--- config.mk ---
export PLATFORM = sky130hd
export DESIGN_NAME = prog_tick_gen
export DESIGN_NICKNAME = d
export VERILOG_FILES = /design/src/rtl/prog_tick_gen.sv
export SDC_FILE = /design/constraint.sdc
export NUM_CORES = 1
export LEC_CHECK = 0
export ABC_AREA = 0
export BUFFER_PORTS_ARGS = -buffer_cell sky130_fd_sc_hd__buf_4
export CAP_MARGIN = 5
export CORE_ASPECT_RATIO = 0.8
export CORE_MARGIN = 10
export CORE_UTILIZATION = 40
export DETAILED_ROUTE_END_ITERATION = 8
export SYNTH_ARGS = -nofsm -noshare
export SYNTH_HDL_FRONTEND = slang
export SYNTH_SLANG_ARGS = --single-unit
--- constraint.sdc ---
create_clock -name clk -period 9 [get_ports clk]
set_input_delay 2.7 -clock clk [delete_from_list [all_inputs] [get_ports clk]]
set_output_delay 2.7 -clock clk [all_outputs]
set_load 0.005 [all_outputs]
--- src/rtl/prog_tick_gen.sv ---
// Programmable tick generator: divides clk by a run-time divisor, producing a
// one-cycle tick, a matching square wave and a wrapping tick counter.
module prog_tick_gen #(
  parameter int WIDTH       = 27,
  parameter int DEFAULT_DIV = 100000000,
  parameter int CNT_W       = 8
) (
  input  logic             clk,
  input  logic             reset,
  input  logic             en,
  input  logic             div_load,
  input  logic [WIDTH-1:0] div_in,
  output logic             tick,
  output logic             sq,
  output logic [CNT_W-1:0] tick_cnt,
  output logic             div_err,
  output logic [WIDTH-1:0] div_act
);

  localparam logic [WIDTH-1:0] ONE     = WIDTH'(1);
  localparam logic [WIDTH-1:0] MIN_DIV = WIDTH'(2);
  localparam logic [WIDTH-1:0] RST_DIV = WIDTH'(DEFAULT_DIV);

  logic [WIDTH-1:0] r_cnt;
  logic [WIDTH-1:0] r_div_act;
  logic [WIDTH-1:0] r_pend_val;
  logic             r_pend;
  logic             r_sq;
  logic [CNT_W-1:0] r_tick_cnt;
  logic             r_err;

  logic             w_term;
  logic             w_tc;
  logic             w_load_ok;
  logic             w_load_bad;
  logic [WIDTH-1:0] w_cnt_inc;
  logic [WIDTH-1:0] w_half;

  always_comb begin
    w_term     = (r_cnt == (r_div_act - ONE));
    // Reset masks the terminal count so no tick escapes during reset.
    w_tc       = w_term & en & ~reset;
    w_load_ok  = div_load & (div_in >= MIN_DIV);
    w_load_bad = div_load & (div_in <  MIN_DIV);
    w_cnt_inc  = r_cnt + ONE;
    w_half     = r_div_act >> 1;
  end

  always_ff @(posedge clk) begin
    if (reset) begin
      r_cnt      <= '0;
      r_sq       <= 1'b0;
      r_tick_cnt <= '0;
      r_div_act  <= RST_DIV;
      r_pend_val <= RST_DIV;
      r_pend     <= 1'b0;
      r_err      <= 1'b0;
    end else begin
      r_err <= w_load_bad;
      if (w_tc) begin
        // A load arriving on the wrap cycle takes effect at this same wrap.
        r_cnt      <= '0;
        r_sq       <= 1'b0;
        r_tick_cnt <= r_tick_cnt + CNT_W'(1);
        r_pend     <= 1'b0;
        if (w_load_ok) begin
          r_div_act <= div_in;
        end else if (r_pend) begin
          r_div_act <= r_pend_val;
        end
      end else if (en) begin
        r_cnt <= w_cnt_inc;
        r_sq  <= (w_cnt_inc >= w_half);
        if (w_load_ok) begin
          r_pend_val <= div_in;
          r_pend     <= 1'b1;
        end
      end else if (r_pend) begin
        // Paused with a divisor waiting: nothing to glitch, so apply now.
        r_cnt     <= '0;
        r_sq      <= 1'b0;
        r_pend    <= 1'b0;
        r_div_act <= w_load_ok ? div_in : r_pend_val;
      end else if (w_load_ok) begin
        r_pend_val <= div_in;
        r_pend     <= 1'b1;
      end
    end
  end

  assign tick     = w_tc;
  assign sq       = r_sq;
  assign tick_cnt = r_tick_cnt;
  assign div_err  = r_err;
  assign div_act  = r_div_act;

endmodule

==> out/metrics.cfg, run 1 <==
[synthesis]
synthFlopType=dfxtp_1
syn-num-nets=824
synth-async-reset-ratio_pct=0
seq_area_frac_synth_pct=29.9
syn-cell-area_um2=6170
syn_avg_cell_area_um2=8.08
ys_seq_elements=92
synth_top_area_cell=dfxtp_1
synth.area.top_cells=dfxtp_1 30%, mux2i_1 7.8%, ha_1 5.9%
synth_cells=764
synth_cell_type_count=63
synth_edf_count=0
synth-warning-count=0
synth.top_cell.area_share_pct=29.9

[clock_network]
cts_root_buf=clkbuf_16
h-tree-depth=3
clk_pin_slew_ns=0.07
cts_tree=done
numCtsBuffers=9
cts_post_setup_buffers_inserted=0
cts_sinks=92
ctsResizeCount=0
holdBufCountCts=0
cts.path.max_buffers=2
clk_latency_ns=0.36

[grt]
grt_pass1_vias=5719
antenna_found_initial=0
overflow=0
grt_pass1_wl_um=29300
grt_max_degree=56
globalRouteTotalUtil_pct=17.1

[worst_setup_path]
critPathLaunchType=input port
r2r-start=div_act[11]
cp_data_required_time_ns=6.30
path_max_fanout=45
worst-r2r-cell-count=9
critPathLaunch=en
r2r_end=div_act[25]
crit_type=input port to primary output
reg2reg_slack_ns=3.92
cp-end-kind=primary output
crit_end=tick
crit_arrival_ns=5.39

[cells_and_area]
diodes=0
layout-drive-gt1-share_pct=14.8
syn_to_final_growth_pct=14.3
final_common_cell=dfxtp_1
design_area_um2=7050
final_nets=853
final_cells=1008
ff_latch_area_um2=1840
layout_common_cells=92 x dfxtp_1, 85 x nor2_1, 72 x buf_4, 57 x a21oi_1
multi_input_area_um2=3960
nFillCells=1462

[timing]
grt_setup_unrepaired=false
hold_viol=0
slew_violations=0
period_share_pct=89.9
fmax_mhz=124
worst_pin_slew_ns=1.17
fin_skew_ns=0.00754
finalSetupViolations=0
min_period_ns=8.09
finalSetupTns_ns=0
relSlewSlack_pct=21.7

[power]
peakVddDrop_v=0.000102
p_leak_nw=2.91
p_per_area_nw_per_um2=142

[floorplanning]
die_y_um=131
start_util_pct=41.0
die_x_um=159
io_pins=69
row_count=40
core-area_um2=15100
dieArea_um2=20800

[drt]
first_iter_violations=377
wire_per_inst_um=18.0
vias=5752
routed_wl_um=18100
drcViolationCount=0
drtAntennaViolNets=0
vias_per_cell=5.71
drt-pass1-iter-count=5

[placement]
placedInstanceArea_um2=6740
portBuffers=68
place_hpwl_um=13500
gp_congestion=0.897
place_inst=992

[run]
cap_violations=0

[outcome]
status=complete, no violations

[hold_path]
hp-class=flop to flop

## per-layer routing
metal / share of wire, % / vias to the layer above / wire [µm] / track usage, %
li1: - / 2768 / - / -
met1: 46 / 2810 / 8320 / 22.1
met2: 47 / 158 / 8490 / 28.4
met3: 6.3 / 16 / 1140 / 3.93
met4: 0.94 / 0 / 171 / 4.46
met5: 0 / - / 0 / 0
## where the power goes
part,leakage (nW),internal [W],switching (W),total (W)
sequential,0.750,0.000422,0.0000187,0.000441
clock,0.154,0.000229,0.000182,0.000411
combinational,2.01,0.0000614,0.0000856,0.000147
## layout make-up
cell class | count | share of cell area, %
clock buffer | 10 | 3.39
inverter | 36 | 1.92
clock inverter | 6 | 1.10
tap | 210 | 3.73
multi-input combinational | 582 | 56.1
sequential | 92 | 26.1
timing repair buffer | 72 | 7.66
## per-stage QoR
step                      hold WS, ns  utilization (%)  power [W]  setup slack, ns
after floorplan                 0.434                -   0.000545             1.92
after global placement          0.442             44.7   0.000589            0.999
after detailed placement        0.449             44.7   0.000595            0.941
after CTS                       0.459             46.8    0.00100            0.938
after global routing            0.493             46.8    0.00104            0.751
final                           0.461             46.8   0.000998            0.906
## worst min-delay path by stage
stage	start	to	slack, ns	cells after the start
2_1_floorplan	r_pend_val[0]	r_pend_val[0]	0.43	2
3_3_place_gp	r_pend_val[3]	r_pend_val[3]	0.44	2
3_5_place_dp	r_pend_val[0]	r_pend_val[0]	0.45	2
4_1_cts	r_pend_val[0]	r_pend_val[0]	0.46	2
5_1_grt	r_pend_val[9]	r_pend_val[9]	0.49	2
6_report	r_pend_val[0]	r_pend_val[0]	0.46	2
## flip-flops by register name, indices dropped and copies added (netlist names)
name	count
r_pend	1
r_pend_val	27
div_act	27
tick_cnt	8
sq	1
r_cnt	27
div_err	1
## synth_stat cells (21+ instances only)
master / number
a21oi_1: 57
clkbuf_1: 34
dfxtp_1: 92
ha_1: 29
inv_1: 35
mux2i_1: 48
nand2_1: 48
nand3_1: 32
nor2_1: 85
nor3_1: 30
o21ai_0: 21
xnor2_1: 34
xor2_1: 30
## worst max-delay path, cell delays in order
cell and delay [ns]:
buf_4 0.38, nand3_1 0.15, a211oi_1 0.25, nand4_1 0.18, or4_4 0.58, nor4_4 0.64, and3_1 0.35, buf_4 0.15
## cell families after synthesis
group | share of synthesized area (%)
AND/OR/NAND/NOR | 23.8
AO/OA/AOI/OAI | 15.8
flip-flops | 29.9
buffers and inverters | 6.51
XOR/XNOR | 9.09
multiplexers | 9.07
adder cells (fa/ha/maj) | 5.88
Power figures use the tool's default switching activity.
==> run 2: changes to the inputs <==
--- a/config.mk
+++ b/config.mk
@@ -7,11 +7,11 @@
 export LEC_CHECK = 0
 export ABC_AREA = 0
 export BUFFER_PORTS_ARGS = -buffer_cell sky130_fd_sc_hd__buf_4
-export CAP_MARGIN = 5
-export CORE_ASPECT_RATIO = 0.8
+export CORE_ASPECT_RATIO = 1.25
 export CORE_MARGIN = 10
 export CORE_UTILIZATION = 40
 export DETAILED_ROUTE_END_ITERATION = 8
+export GPL_TIMING_DRIVEN = 0
 export SYNTH_ARGS = -nofsm -noshare
 export SYNTH_HDL_FRONTEND = slang
 export SYNTH_SLANG_ARGS = --single-unit
==> out/metrics.cfg, run 2 (synthesis results as in run 1) <==
[drt]
vias=5564
routed_wl_um=18000
drcViolationCount=0
drt-pass1-iter-count=5
wire_per_inst_um=17.1
first_iter_violations=404
vias_per_cell=5.28
drtAntennaViolNets=0

[clock_network]
h-tree-depth=3
cts_tree=done
holdBufCountCts=0
numCtsBuffers=9
clk_pin_slew_ns=0.07
cts_post_setup_buffers_inserted=0
cts_root_buf=clkbuf_16
cts_sinks=92
cts.path.max_buffers=2
clk_latency_ns=0.35
ctsResizeCount=0

[floorplanning]
start_util_pct=40.9
die_y_um=159
row_count=50
io_pins=69
dieArea_um2=20800
die_x_um=131
core-area_um2=15100

[worst_setup_path]
crit_type=input port to primary output
path_buf_inv=2
r2r-start=r_cnt[0]
slowest_delay_ns=0.57
path_delay_family=simple AND/OR/NAND/NOR gates
crit_end=tick
crit_arrival_ns=4.86
reg2reg_slack_ns=4.54
critPathLaunchType=input port
crit_chain=clkbuf_1, nand3_1, a211oi_1, nand4_1, or4_4, nor4_4, and3_1, buf_4
r2r_end=sq
cp_slowest_cell=or4_4
critPathLaunch=en
worst-r2r-cell-count=15
path_max_fanout=9
path_depth=8
cp-end-kind=primary output
cp_data_required_time_ns=6.30

[cells_and_area]
final_cells=1054
final_common_cell=dfxtp_1
multi_input_area_um2=3930
layout_common_cells=92 x dfxtp_1, 85 x nor2_1, 68 x buf_4, 57 x a21oi_1
final_nets=901
syn_to_final_growth_pct=17.4
ff_latch_area_um2=1840
layout-drive-gt1-share_pct=14.9
diodes=0
nFillCells=1503

[outcome]
status=complete, no violations

[grt]
grt_pass1_vias=5410
antenna_found_initial=0
grt_pass1_wl_um=29200
globalRouteTotalUtil_pct=17.6
overflow=0
grt_max_degree=17

[hold_path]
hp-class=flop to flop

[power]
p_leak_nw=3.01
p_per_area_nw_per_um2=139
peakVddDrop_v=0.0000874

[placement]
place_inst=1038
gp_congestion=0.891
portBuffers=66
dp_slack_ns=1.41
place_hpwl_um=14000

[timing]
grt_setup_unrepaired=false
slew_violations=0
worst_pin_slew_ns=0.872
hold_viol=0
finalSetupTns_ns=0
fmax_mhz=132
setup_slack_ns=1.44
finalSetupViolations=0
period_share_pct=84.0
fin_skew_ns=0.00878
min_period_ns=7.56
relSlewSlack_pct=41.4

[run]
cap_violations=0

==> run 2: stage by stage <==
stage                     power, W  utilization [%]  instance area (µm²)  hold slack [ns]
after CTS                  0.00101             48.0                 7240            0.459
after detailed placement  0.000602             45.9                 6930            0.448
final                      0.00101             48.0                 7240            0.459
after floorplan           0.000545                -                 6170            0.434
after global placement    0.000601             45.9                 6930            0.442
after global routing       0.00105             48.0                 7240            0.481
==> run 2: power by group <==
| part | internal, W | leakage [nW] | total [W] | switching [W] |
|---|---|---|---|---|
| Sequential | 0.000422 | 0.750 | 0.000437 | 0.0000151 |
| Combinational | 0.0000663 | 2.10 | 0.000156 | 0.0000898 |
| Clock | 0.000235 | 0.157 | 0.000415 | 0.000181 |
==> run 2: layer usage <==
metal / GRT usage, % / vias up / routed length [µm]
met5: 0 / - / 0
met1: 22.2 / 2560 / 8220
met4: 4.51 / 0 / 227
li1: - / 2887 / -
met3: 2.83 / 13 / 688
met2: 29.8 / 104 / 8920
==> run 2: worst min-delay path, stage by stage, from the launching register on <==
cell     delay (ns)
dfxtp_1        0.31
nand2_1        0.05
mux2i_1        0.05
==> run 2: worst min-delay path by stage <==
stage,from,to,slack (ns),cells past startpoint
after floorplan,r_pend_val[0],r_pend_val[0],0.43,2
after global placement,r_pend_val[7],r_pend_val[7],0.44,2
after detailed placement,r_pend_val[25],r_pend_val[25],0.45,2
after CTS,r_pend_val[7],r_pend_val[7],0.46,2
after global routing,r_pend_val[9],r_pend_val[9],0.48,2
final,r_pend_val[17],r_pend_val[17],0.46,2
==> run 2: layout make-up <==
cell class | count | area share (%)
clock buffers | 11 | 3.49
repair buffers | 66 | 6.84
flip-flops and latches | 92 | 25.4
well taps | 208 | 3.59
inverters | 36 | 1.87
clock inverters | 5 | 0.898
plain buffers | 54 | 3.68
multi-input cells | 582 | 54.2
